===== src/rtl/shift_deserializer_rx.sv =====
// Serial-to-parallel receiver: start-framed, MSB- or LSB-first, with a valid/ready holding register.
// Optional trailing even-parity bit is enabled with the SHIFT_RX_PARITY_EN macro.
module shift_deserializer_rx #(
  parameter int unsigned WIDTH = 4
) (
  input  logic             CLK,
  input  logic             Clear_b,
  input  logic             ser_in,
  input  logic             ser_valid,
  input  logic             ser_start,
  input  logic             dir,
  output logic [WIDTH-1:0] par_out,
  output logic             par_valid,
  input  logic             par_ready,
  output logic             busy,
  output logic             abort,
  output logic             overrun,
  input  logic             ovr_clr,
  output logic             par_err
);

  localparam int unsigned       CntW    = $clog2(WIDTH + 1);
  localparam logic [CntW-1:0]   LastCnt = CntW'(WIDTH - 1);

`ifdef SHIFT_RX_PARITY_EN
  typedef enum logic [1:0] {StIdle, StRecv, StParity} state_e;
`else
  typedef enum logic [1:0] {StIdle, StRecv} state_e;
`endif

  state_e           state_q, state_d;
  logic [WIDTH-1:0] sh_q, sh_d;
  logic [CntW-1:0]  cnt_q, cnt_d;
  logic             dir_q, dir_d;
  logic             abort_q, abort_d;
  logic [WIDTH-1:0] par_out_q, par_out_d;
  logic             par_valid_q, par_valid_d;
  logic             overrun_q, overrun_d;
  logic             commit;
  logic [WIDTH-1:0] commit_word;
`ifdef SHIFT_RX_PARITY_EN
  logic             commit_err;
  logic             par_err_q, par_err_d;
`endif

  function automatic logic [WIDTH-1:0] shift_in(input logic [WIDTH-1:0] sh, input logic d,
                                                input logic b);
    return d ? {b, sh[WIDTH-1:1]} : {sh[WIDTH-2:0], b};
  endfunction

  // Frame assembly; a start bit always (re)opens a frame, aborting any frame in progress.
  always_comb begin
    state_d     = state_q;
    sh_d        = sh_q;
    cnt_d       = cnt_q;
    dir_d       = dir_q;
    abort_d     = 1'b0;
    commit      = 1'b0;
    commit_word = sh_q;
`ifdef SHIFT_RX_PARITY_EN
    commit_err  = 1'b0;
`endif
    if (ser_valid) begin
      if (ser_start) begin
        abort_d = (state_q != StIdle);
        dir_d   = dir;
        sh_d    = shift_in(sh_q, dir, ser_in);
        cnt_d   = CntW'(1);
        state_d = StRecv;
      end else begin
        unique case (state_q)
          StRecv: begin
            sh_d = shift_in(sh_q, dir_q, ser_in);
            if (cnt_q == LastCnt) begin
              cnt_d = '0;
`ifdef SHIFT_RX_PARITY_EN
              state_d = StParity;
`else
              state_d     = StIdle;
              commit      = 1'b1;
              commit_word = sh_d;
`endif
            end else begin
              cnt_d = cnt_q + CntW'(1);
            end
          end
`ifdef SHIFT_RX_PARITY_EN
          StParity: begin
            state_d     = StIdle;
            commit      = 1'b1;
            commit_word = sh_q;
            commit_err  = (^sh_q) ^ ser_in;
          end
`endif
          default: ;
        endcase
      end
    end
  end

  // Holding register: a completed word is dropped (overrun) only if the old one is not taken now.
  always_comb begin
    par_out_d   = par_out_q;
    par_valid_d = par_valid_q;
    overrun_d   = overrun_q;
`ifdef SHIFT_RX_PARITY_EN
    par_err_d   = par_err_q;
`endif
    if (ovr_clr) overrun_d = 1'b0;
    if (commit) begin
      if (!par_valid_q || par_ready) begin
        par_out_d   = commit_word;
        par_valid_d = 1'b1;
`ifdef SHIFT_RX_PARITY_EN
        par_err_d   = commit_err;
`endif
      end else begin
        overrun_d = 1'b1;
      end
    end else if (par_valid_q && par_ready) begin
      par_valid_d = 1'b0;
    end
  end

  always_ff @(posedge CLK) begin
    if (!Clear_b) begin
      state_q     <= StIdle;
      sh_q        <= '0;
      cnt_q       <= '0;
      dir_q       <= 1'b0;
      abort_q     <= 1'b0;
      par_out_q   <= '0;
      par_valid_q <= 1'b0;
      overrun_q   <= 1'b0;
`ifdef SHIFT_RX_PARITY_EN
      par_err_q   <= 1'b0;
`endif
    end else begin
      state_q     <= state_d;
      sh_q        <= sh_d;
      cnt_q       <= cnt_d;
      dir_q       <= dir_d;
      abort_q     <= abort_d;
      par_out_q   <= par_out_d;
      par_valid_q <= par_valid_d;
      overrun_q   <= overrun_d;
`ifdef SHIFT_RX_PARITY_EN
      par_err_q   <= par_err_d;
`endif
    end
  end

  assign par_out   = par_out_q;
  assign par_valid = par_valid_q;
  assign busy      = (state_q != StIdle);
  assign abort     = abort_q;
  assign overrun   = overrun_q;
`ifdef SHIFT_RX_PARITY_EN
  assign par_err   = par_err_q;
`else
  assign par_err   = 1'b0;
`endif

endmodule


===== config.mk =====
export PLATFORM = sky130hd
export DESIGN_NAME = shift_deserializer_rx
export DESIGN_NICKNAME = d
export VERILOG_FILES = /design/src/rtl/shift_deserializer_rx.sv
export SDC_FILE = /design/constraint.sdc
export NUM_CORES = 1
export LEC_CHECK = 0
export ABC_AREA = 1
export CAP_MARGIN = 10
export CORE_ASPECT_RATIO = 1.75
export CORE_UTILIZATION = 31
export CTS_CLUSTER_DIAMETER = 80
export CTS_CLUSTER_SIZE = 40
export DETAILED_ROUTE_END_ITERATION = 8
export PLACE_DENSITY = 0.58
export RECOVER_POWER = 25
export SLEW_MARGIN = 15
export SYNTH_ARGS = -nofsm -noshare
export SYNTH_HDL_FRONTEND = slang
export SYNTH_SLANG_ARGS = --single-unit
export TNS_END_PERCENT = 5

===== constraint.sdc =====
create_clock -name CLK -period 2.2 [get_ports CLK]
set_clock_uncertainty 0.15 [all_clocks]
set_input_delay 0.44 -clock CLK [delete_from_list [all_inputs] [get_ports CLK]]
set_output_delay 0.44 -clock CLK [all_outputs]
set_load 0.1 [all_outputs]

==> impl_results.md, run 1 <==
* Post_cts resized at 0
* Pin count of the biggest net entering global routing at 10
* WP data required at 2.20 ns
* Worst setup SP type: primary input
* Layout Cell Area excl Fill at 0.001079 mm²
* Post-DP HPWL at 1442 µm
* Final Max Slew Viols at 0
* Flop pwr share at 44.9%
* Cell with the most instances after synthesis: nand2_1
* Vias in the first global route at 783
* Clock share of power at 37.9%
* Pint at 0.0005016 W
* Synth Register Bits at 16
* Placed cell area at 0.001036 mm²
* Synth Area in XOR/XNOR at 0%
* Antenna viol nets, final at 0
* Total CTS buffers at 3
* R2r startpoint: cnt_q[0]$_SDFFE_PN0P_
* Clk_lat worst skew at 0.25 ns
* Synth Instances at 134
* WL per Instance at 9.922 µm
* CTS H-tree depth at 1
* Ys async rst share at 0%
* Final Core Density at 40.56%
* TritonCTS clock tree: done
* Synth top area share at 37.05%
* Busiest grt layer: met2
* Initial DRC count at 20
* DRC at 0
* Sequential area share after synthesis at 37.05%
* First-pass GRT wire length at 3105 µm
* Setup TNS at 0 ns
* Multi-input logic area at 419.2 µm²
* Worst Hold Launch: cnt_q[2]$_SDFFE_PN0P_
* Crit-path max FO at 7
* Comb pwr share at 17.2%
* Non-filler cells, final at 179
* Sw power at 0.0001871 W
* Hold buffers post-CTS at 0
* Max clock buf depth at 2
* Slew HR at 63.92%
* Power density over cell area at 638.6 mW/mm²
* Final Net Count at 162
* Area Growth Syn to Fin at 24.75%
* Mapped Area at 864.6 µm²
* Worst Setup SP: ser_start
* Vias per cell at 4.531
* Initial Util at 32.52%
* Placed Cells at 175
* Switching Fraction at 27.17%
* CP Cell Sequence: dlygate4sd3_1 -> inv_2 -> nand3_1 -> nor2_1 -> nand3_1 -> nand2_1 -> nor2_1
* Netlist cell types at 19
* Syn Area/Cell at 6.452 µm²
* Leak at 0.5590 nW
* Total number of vias at 811
* Synth warn at 0
* Placer Congestion at 0.8267
* Synth area leader: dfxtp_1
* Commonest cells in the netlist: 36 x nand2_1, 29 x inv_1, 19 x nand3_1
* Most used DFF post-synth: dfxtp_1
* WS Path Type: in2reg
* Clock Tree Root: clkbuf_8
* Fillers at 291
* Total Routing Usage GR at 13.26%
* Register area at 320.3 µm²
* Max Freq at 0.5680 GHz
* Synth Area in Simple Gates at 40.23%
* Synth area leaders: dfxtp_1 37%, nand2_1 16%, inv_1 13%
* Die area at 0.003012 mm²
* M1 GR Usage at 14.08%
* Max-cap check violation count at 0
* Unrepaired setup endpoints after global routing: false
* Worst slew pin tran at 0.5435 ns
* Met3 usage at 2.771%
* Min-delay worst type: reg2reg
* Mapped Nets at 143
* Gr ovfl total at 0
* Initial antenna violation count at 0
* Status: complete, no violations
* Crit end category: flop
* Multiplexer share of the synthesized area at 0%
* Layout cells sized above 1 at 12.50%
* Antenna Cells at 0
* Number of synthesized flops with an enable pin at 0
* Largest family of logic cells by synthesized area: simple AND/OR/NAND/NOR gates
* Final wirelength at 1776 µm
* Die height at 71.86 µm
* Crit-path slowest cell: dlygate4sd3_1
* TritonCTS Sinks at 16
* Met2 Resource Use GR at 23.44%
* Crit path DAT at 1.76 ns
* Final setup viols at 0
* Die X at 41.92 µm
* Adder-cell share of the synthesized area at 1.447%
* VDD IR max at 0.4686 mV
* 1st-pass router iterations at 4
* Input/output buffers at 15
* Synth Area in Compound Gates at 6.368%
* Post-CTS Setup Inserts at 0
* Worst-path clk slew at 0.07 ns
* Hold Vio Cnt, Final at 0
* CORE AREA at 0.002659 mm²
* I/O pins at 17
* Rows at 25
* Max incr delay on CP at 0.69 ns
* Fin crit period at 1.760 ns
* Final period util at 80.02%
## cell usage in the layout (no fill, tap or decap)
cell type	synthesis	final
o21ai_0	3	3
nand4_1	1	1
nor2_4	1	1
inv_2	1	1
nand2_4	3	3
nor3_1	1	1
inv_1	29	29
nand3_1	19	19
a21oi_1	4	4
o21ai_1	4	4
buf_4	1	3
nand3_4	1	1
clkbuf_2	0	5
clkbuf_8	0	4
conb_1	1	1
dfxtp_1	16	16
nor4_1	1	1
nand2_1	36	36
buf_12	0	1
clkdlybuf4s50_1	0	6
dlygate4sd3_1	0	1
nor2_1	10	10
ha_1	1	1
## stage by stage
step / hold slack (ns) / setup slack (ns) / power (W)
after floorplan: 0.2859 / 0.3620 / 0.0003972
after global placement: 0.2961 / 0.2576 / 0.0004347
after detailed placement: 0.3119 / 0.2242 / 0.0004351
after CTS: 0.3224 / 0.4928 / 0.0007029
after global routing: 0.3451 / 0.3197 / 0.0007272
final: 0.3158 / 0.4395 / 0.0006888
## power by group through the flow
stage	registers, W	clock network [W]	logic (W)
after floorplan	0.000325	0	0.0000722
after global placement	0.000316	0	0.000119
after detailed placement	0.000316	0	0.000119
after CTS	0.000309	0.000274	0.000120
after global routing	0.000310	0.000284	0.000133
final	0.000310	0.000261	0.000118
## cell type report
cell class                 instances  area share [%]
multi-input combinational         86           38.86
sequential                        16           29.70
timing repair buffer              16           12.76
inverter                          30           10.44
clock buffer                       4           5.104
tap                               27           3.132
## flip-flops by register name, indices dropped and copies added, names as in the netlist
register,flops
abort,1
cnt_q,3
dir_q,1
overrun,1
par_out,4
par_valid,1
sh_q,4
state_q,1
## critical path: cells and delay by family
kind                   cells  cell delay, ns
buffers and inverters      2            0.81
and+or+nand+nor            5            0.50
## cell families (layout without fill, tap and decap cells)
| logic type | Yosys count | in the layout |
|---|---|---|
| simple gates | 73 | 73 |
| buf+inv | 32 | 50 |
| flops | 16 | 16 |
| compound gates | 11 | 11 |
| fa+ha+maj | 1 | 1 |
| other cells | 1 | 1 |
## path summary, 6_finish.rpt
check / cells past startpoint / slack [ns] / endpoint
setup / recovery: 7 / 0.44 / par_out[2]$_SDFFE_PN0P_
hold / removal: 2 / 0.32 / cnt_q[2]$_SDFFE_PN0P_
setup reg to reg: 6 / 0.89 / par_out[2]$_SDFFE_PN0P_
hold reg to reg: 2 / 0.32 / cnt_q[2]$_SDFFE_PN0P_
## per-layer routing
metal  part of all wire [%]  wire (µm)
met1                     40        714
met2                     54        966
met3                    3.9         70
met4                    1.4         25
met5                      0          0
(Power assumes the default switching activity.)
==> run 2, diff against run 1 <==
Settings changed: PLACE_DENSITY 0.58 to 0.6.
Clock period 2.2 ns to 1.4 ns, I/O delays scaled along.
==> impl_results.md, run 2 (synthesis gave the netlist of run 1 again) <==
* Register area at 329.1 µm² (+2.7%)
* TritonCTS Sinks at 16 (unchanged)
* 1st-pass router iterations at 4 (unchanged)
* Setup ws final at 0.08723 ns (-0.3523 ns)
* CORE AREA at 0.002659 mm² (unchanged)
* WL per Instance at 10.53 µm (+6.2%)
* Antenna viol nets, final at 0 (unchanged)
* Antenna Cells at 0 (unchanged)
* Worst Setup SP: par_valid$_SDFFE_PN0P_
* Worst-path clk slew at 0.06 ns (about the same)
* WP data required at 0.97 ns (-1.23 ns)
* Hold Slack at 0.3306 ns (+0.01480 ns)
* Worst setup SP type: flop
* Rows at 25 (unchanged)
* Die height at 71.86 µm (unchanged)
* Layout cells sized above 1 at 17.83% (+5.3 points)
* Area Growth Syn to Fin at 36.47%
* Hold Vio Cnt, Final at 0 (unchanged)
* Final period util at 93.77%
* Initial DRC count at 29 (+45%)
* Pin count of the biggest net entering global routing at 10 (unchanged)
* Max-cap check violation count at 0 (unchanged)
* Final Net Count at 167 (+3.1%)
* WP buf/inv at 1 (-1)
* Post-CTS Setup Inserts at 0 (unchanged)
* Total Routing Usage GR at 15.03% (+1.8 points)
* Clock Tree Root: clkbuf_8
* VDD IR max at 0.4469 mV (-4.6%)
* Vias in the first global route at 832 (+6.3%)
* Crit path DAT at 0.88 ns (-0.88 ns)
* Leak at 0.5947 nW (+6.4%)
* Final setup viols at 0 (unchanged)
* Final Max Slew Viols at 0 (unchanged)
* Fin crit period at 1.313 ns
* Input/output buffers at 15 (unchanged)
* CP delay by family, top: flip-flops
* Place WS at -0.3130 ns (-0.5372 ns)
* I/O pins at 17 (unchanged)
* Final wirelength at 1938 µm (+9.1%)
* Most common cell after layout, fill and taps aside: nand2_1
* Total number of vias at 875 (+7.9%)
* DRC at 0 (unchanged)
* R2r startpoint: cnt_q[0]$_SDFFE_PN0P_
* TritonCTS clock tree: done
* Commonest non-fill, non-tap cells in the layout: 36 x nand2_1, 29 x inv_1, 19 x nand3_1, 13 x dfxtp_1
* Crit-path max FO at 3 (-4)
* Initial Util at 32.52% (unchanged)
* Crit-path slowest cell: dfxtp_4
* Vias per cell at 4.755 (+5.0%)
* Max clock buf depth at 2 (unchanged)
* Crit end category: primary output
* WS Path Type: reg2out
* Clk_lat worst skew at 0.25 ns (about the same)
* Max incr delay on CP at 0.35 ns (-0.34 ns)
* Layout Cell Area excl Fill at 0.001180 mm² (+9.4%)
* Worst Hold Launch: cnt_q[2]$_SDFFE_PN0P_
* Die area at 0.003012 mm² (unchanged)
* CTS H-tree depth at 1 (unchanged)
* Total CTS buffers at 3 (unchanged)
* Placed cell area at 0.001170 mm² (+13%)
* Unrepaired setup endpoints after global routing: false
* Fillers at 254 (-13%)
* Multi-input logic area at 424.2 µm² (+1.2%)
* Placer Congestion at 0.8548 (+3.4%)
* Max Freq at 0.7617 GHz
* Power density over cell area at 885.0 mW/mm² (+39%)
* First-pass GRT wire length at 3539 µm (+14%)
* CP Cell Sequence: buf_4
* Initial antenna violation count at 0 (unchanged)
* Die X at 41.92 µm (unchanged)
* Min-delay worst type: reg2reg
* Post-DP HPWL at 1537 µm (+6.6%)
* Status: complete, no violations
* Gr ovfl total at 0 (unchanged)
==> run 2: cell count changes in the layout (fill, tap and decap cells not counted), sizes merged <==
cell / delta
clkbuf: -4
dlygate4sd2: +2
clkdlybuf4s50: -2
buf: +9
==> run 2: report_power, final <==
group	total [W]	switching [W]	internal, W	leakage (nW)
clock	0.000363	0.000162	0.000202	0.0228
combinational	0.000196	0.000123	0.0000731	0.440
sequential	0.000485	0.0000143	0.000471	0.132
total	0.00104	0.000299	0.000745	0.595
==> run 2: per-layer routing <==
layer | global-route usage, % | wire length [µm] | up-vias | part of all wire (%)
met5 | 0 | 0 | - | 0
met4 | 10.04 | 35 | 0 | 1.8
met3 | 2.519 | 91 | 4 | 4.7
met2 | 26.39 | 1054 | 25 | 54
met1 | 16.02 | 757 | 391 | 39
li1 | - | - | 455 | -
==> run 2: through the flow <==
step	util, %	setup TNS (ns)	total power [W]	std cells
global placement	44.00	-3.327	0.0006891	180
CTS	45.69	0	0.001055	184
detailed placement	44.00	-3.422	0.0006934	180
global route	44.38	0	0.001106	184
floorplan	-	-0.05861	0.0006218	134
finish	44.38	0	0.001044	184
==> run 2: what timing repair did <==
action                     in CTS  in global routing
hold buffers                    0                  0
setup endpoints to repair       4                  6
hold endpoints to repair        0                  0
gates resized for setup         3                  1
==> run 2: layout make-up <==
type	instances	share of cell area, %
clock buffer	4	3.818
inverter	30	9.544
timing repair buffer	21	19.94
multi-input combinational	86	35.95
sequential	16	27.89
tap	27	2.863
==> run 2: path summary, 6_finish.rpt <==
kind,slack [ns],cells after the start,endpoint
setup / recovery,0.09,1,par_valid
hold / removal,0.33,2,cnt_q[2]$_SDFFE_PN0P_
setup reg to reg,0.12,6,par_out[2]$_SDFFE_PN0P_
hold reg to reg,0.33,2,cnt_q[2]$_SDFFE_PN0P_
==> run 2: worst min-delay path, delay by kind of cell, from the launching register on <==
kind / cells / cell delay, ns
buffers and inverters: 1 / 0.07
flip-flops: 1 / 0.32
AND/OR/NAND/NOR: 1 / 0.05
==> run 3, diff against run 2 <==
Settings changed: CAP_MARGIN 10 to default, CORE_ASPECT_RATIO 1.75 to default, CORE_UTILIZATION 31 to 44, PLACE_DENSITY 0.6 to 0.78.
==> impl_results.md, run 3 (synthesis gave the netlist of run 1 again) <==
* Die X at 46.33 µm (+11%)
* Min-delay worst type: in2reg
* Rows at 15 (-40%)
* Max Used Layer: met4
* CP delay by family, top: flip-flops
* Place WS at -0.3045 ns (+0.008469 ns)
* WL per Instance at 9.663 µm (-8.3%)
* Commonest non-fill, non-tap cells in the layout: 36 x nand2_1, 29 x inv_1, 19 x nand3_1, 13 x dfxtp_1
* Unrepaired setup endpoints after global routing: false
* Crit Reg-Reg Endpoint: cnt_q[0]$_SDFFE_PN0P_
* Placer Congestion at 0.8661 (+1.3%)
* Die height at 46.33 µm (-36%)
* CORE AREA at 0.001783 mm² (-33%)
* Crit path DAT at 0.88 ns (about the same)
* Pin count of the biggest net entering global routing at 10 (unchanged)
* Input/output buffers at 15 (unchanged)
* Vias in the first global route at 750 (-9.9%)
* Hold buffers post-CTS at 0 (unchanged)
* Max Freq at 0.7632 GHz (+0.20%)
* Met1 WL at 746 µm (-1.5%)
* TritonCTS clock tree: done
* Die area at 0.002146 mm² (-29%)
* Antenna Cells at 0 (unchanged)
* Final wirelength at 1749 µm (-9.8%)
* Area Growth Syn to Fin at 39.80%
* Max incr delay on CP at 0.39 ns (+0.04 ns)
* 1st-pass router iterations at 5 (+1)
* WS Path Type: reg2out
* Worst setup SP type: flop
* R2r startpoint: cnt_q[0]$_SDFFE_PN0P_
* Vias per cell at 4.680 (-1.6%)
* Clock Tree Root: clkbuf_4
* VDD IR max at 0.5384 mV (+20%)
* Flop2flop setup slack at 0.12 ns (about the same)
* Total number of vias at 847 (-3.2%)
* Worst r2r path cells at 4 (-2)
* Initial Util at 48.49% (+16 points)
* Status: complete, no violations
* Final Max Slew Viols at 0 (unchanged)
* Final Net Count at 166 (-0.60%)
* Gr ovfl total at 0 (unchanged)
* Critical path depth at 1 (unchanged)
* Worst Setup SP: par_out[1]$_SDFFE_PN0P_
* Antenna viol nets, final at 0 (unchanged)
* Max clock buf depth at 2 (unchanged)
* Most common cell after layout, fill and taps aside: nand2_1
* Clk_lat worst skew at 0.29 ns (+0.04 ns)
* Setup ws final at 0.08980 ns (+0.002574 ns)
* Fillers at 144 (-43%)
* Hold Vio Cnt, Final at 0 (unchanged)
* Met2 wire length at 875 µm (-17%)
* Total Routing Usage GR at 19.39% (+4.4 points)
* Crit-path slowest cell: dfxtp_1
* Fin crit period at 1.310 ns (-0.002574 ns)
* WP buf/inv at 1 (unchanged)
* Worst setup path end: par_out[1]
* Worst-path clk slew at 0.10 ns (+0.04 ns)
* Post-DP HPWL at 1373 µm (-11%)
* Post-CTS Setup Inserts at 0 (unchanged)
* WP data required at 0.97 ns (about the same)
* TritonCTS Sinks at 16 (unchanged)
* Final period util at 93.59% (-0.18 points)
* Max-cap check violation count at 0 (unchanged)
* Power density over cell area at 825.0 mW/mm² (-6.8%)
* DRC at 0 (unchanged)
* Layout cells sized above 1 at 17.95% (+0.11 points)
* Crit-path max FO at 2 (-1)
* I/O pins at 17 (unchanged)
* WL met3 at 78 µm (-14%)
* Leak at 0.6120 nW (+2.9%)
* CTS H-tree depth at 1 (unchanged)
* Initial antenna violation count at 0 (unchanged)
* Total CTS buffers at 3 (unchanged)
* Final setup viols at 0 (unchanged)
* Crit end category: primary output
* First-pass GRT wire length at 2967 µm (-16%)
* Final Power at 0.0009971 W (-4.5%)
* Initial DRC count at 12 (-59%)
* CP Cell Sequence: buf_12
## run 3: cell types whose count changed in the layout (fill, tap and decap cells not counted), moves of 2 or more
| cell | delta |
|---|---|
| clkbuf_8 | -2 |
| o21ai_1 | -2 |
| dlymetal6s2s_1 | +2 |
| buf_4 | -4 |
| o21ai_0 | +2 |
| buf_12 | +3 |
| dlygate4sd2_1 | -2 |
| clkbuf_4 | +2 |
## run 3: how the worst min path moves through the flow
stage,cells past startpoint,end,startpoint,slack [ns]
floorplan,2,abort$_SDFF_PN0_,ser_start,0.26
global placement,2,cnt_q[2]$_SDFFE_PN0P_,cnt_q[2]$_SDFFE_PN0P_,0.30
detailed placement,2,cnt_q[2]$_SDFFE_PN0P_,cnt_q[2]$_SDFFE_PN0P_,0.30
CTS,2,cnt_q[2]$_SDFFE_PN0P_,cnt_q[2]$_SDFFE_PN0P_,0.32
global route,4,abort$_SDFF_PN0_,ser_start,0.27
finish,4,abort$_SDFF_PN0_,ser_start,0.24
## run 3: layout make-up
| class | count | area, µm² | area share [%] |
|---|---|---|---|
| Multi-Input combinational cell | 86 | 429.2 | 35.51 |
| Sequential cell | 16 | 329.1 | 27.23 |
| Timing Repair Buffer | 20 | 270.3 | 22.36 |
| Inverter | 30 | 112.6 | 9.317 |
| Clock buffer | 4 | 36.28 | 3.002 |
| Tap cell | 25 | 31.28 | 2.588 |
## run 3: through the flow
step / setup TNS, ns / instances / utilization, % / hold WS [ns] / area [µm²]
finish: 0 / 181 / 67.79 / 0.2426 / 1209
detailed placement: -3.627 / 177 / 65.05 / 0.3049 / 1160
global placement: -3.235 / 177 / 65.05 / 0.2987 / 1160
global route: 0 / 181 / 67.79 / 0.2666 / 1209
CTS: 0 / 181 / 67.09 / 0.3191 / 1196
floorplan: -0.05861 / 134 / - / 0.2622 / 873.3
## run 3: routing by layer
metal	vias to the layer above	track usage, %
met5	-	0
met4	0	11.18
met3	7	2.745
met2	34	34.17
met1	353	21.75
li1	453	-
## run 3: power breakdown
group	internal [W]	leakage [nW]	switching [W]
clock	0.000159	0.0210	0.000160
combinational	0.0000727	0.459	0.000121
sequential	0.000470	0.132	0.0000136
total	0.000702	0.612	0.000295
## run 3: what timing repair did
item / in CTS / in global routing
resized for setup: 0 / 5
setup endpoints to repair: 0 / 8
hold endpoints to repair: 0 / 0
## run 3: worst min-delay path, cell delays in order
cell	delay (ns)
dlymetal6s2s_1	0.16
inv_2	0.07
buf_4	0.10
nor3_1	0.04
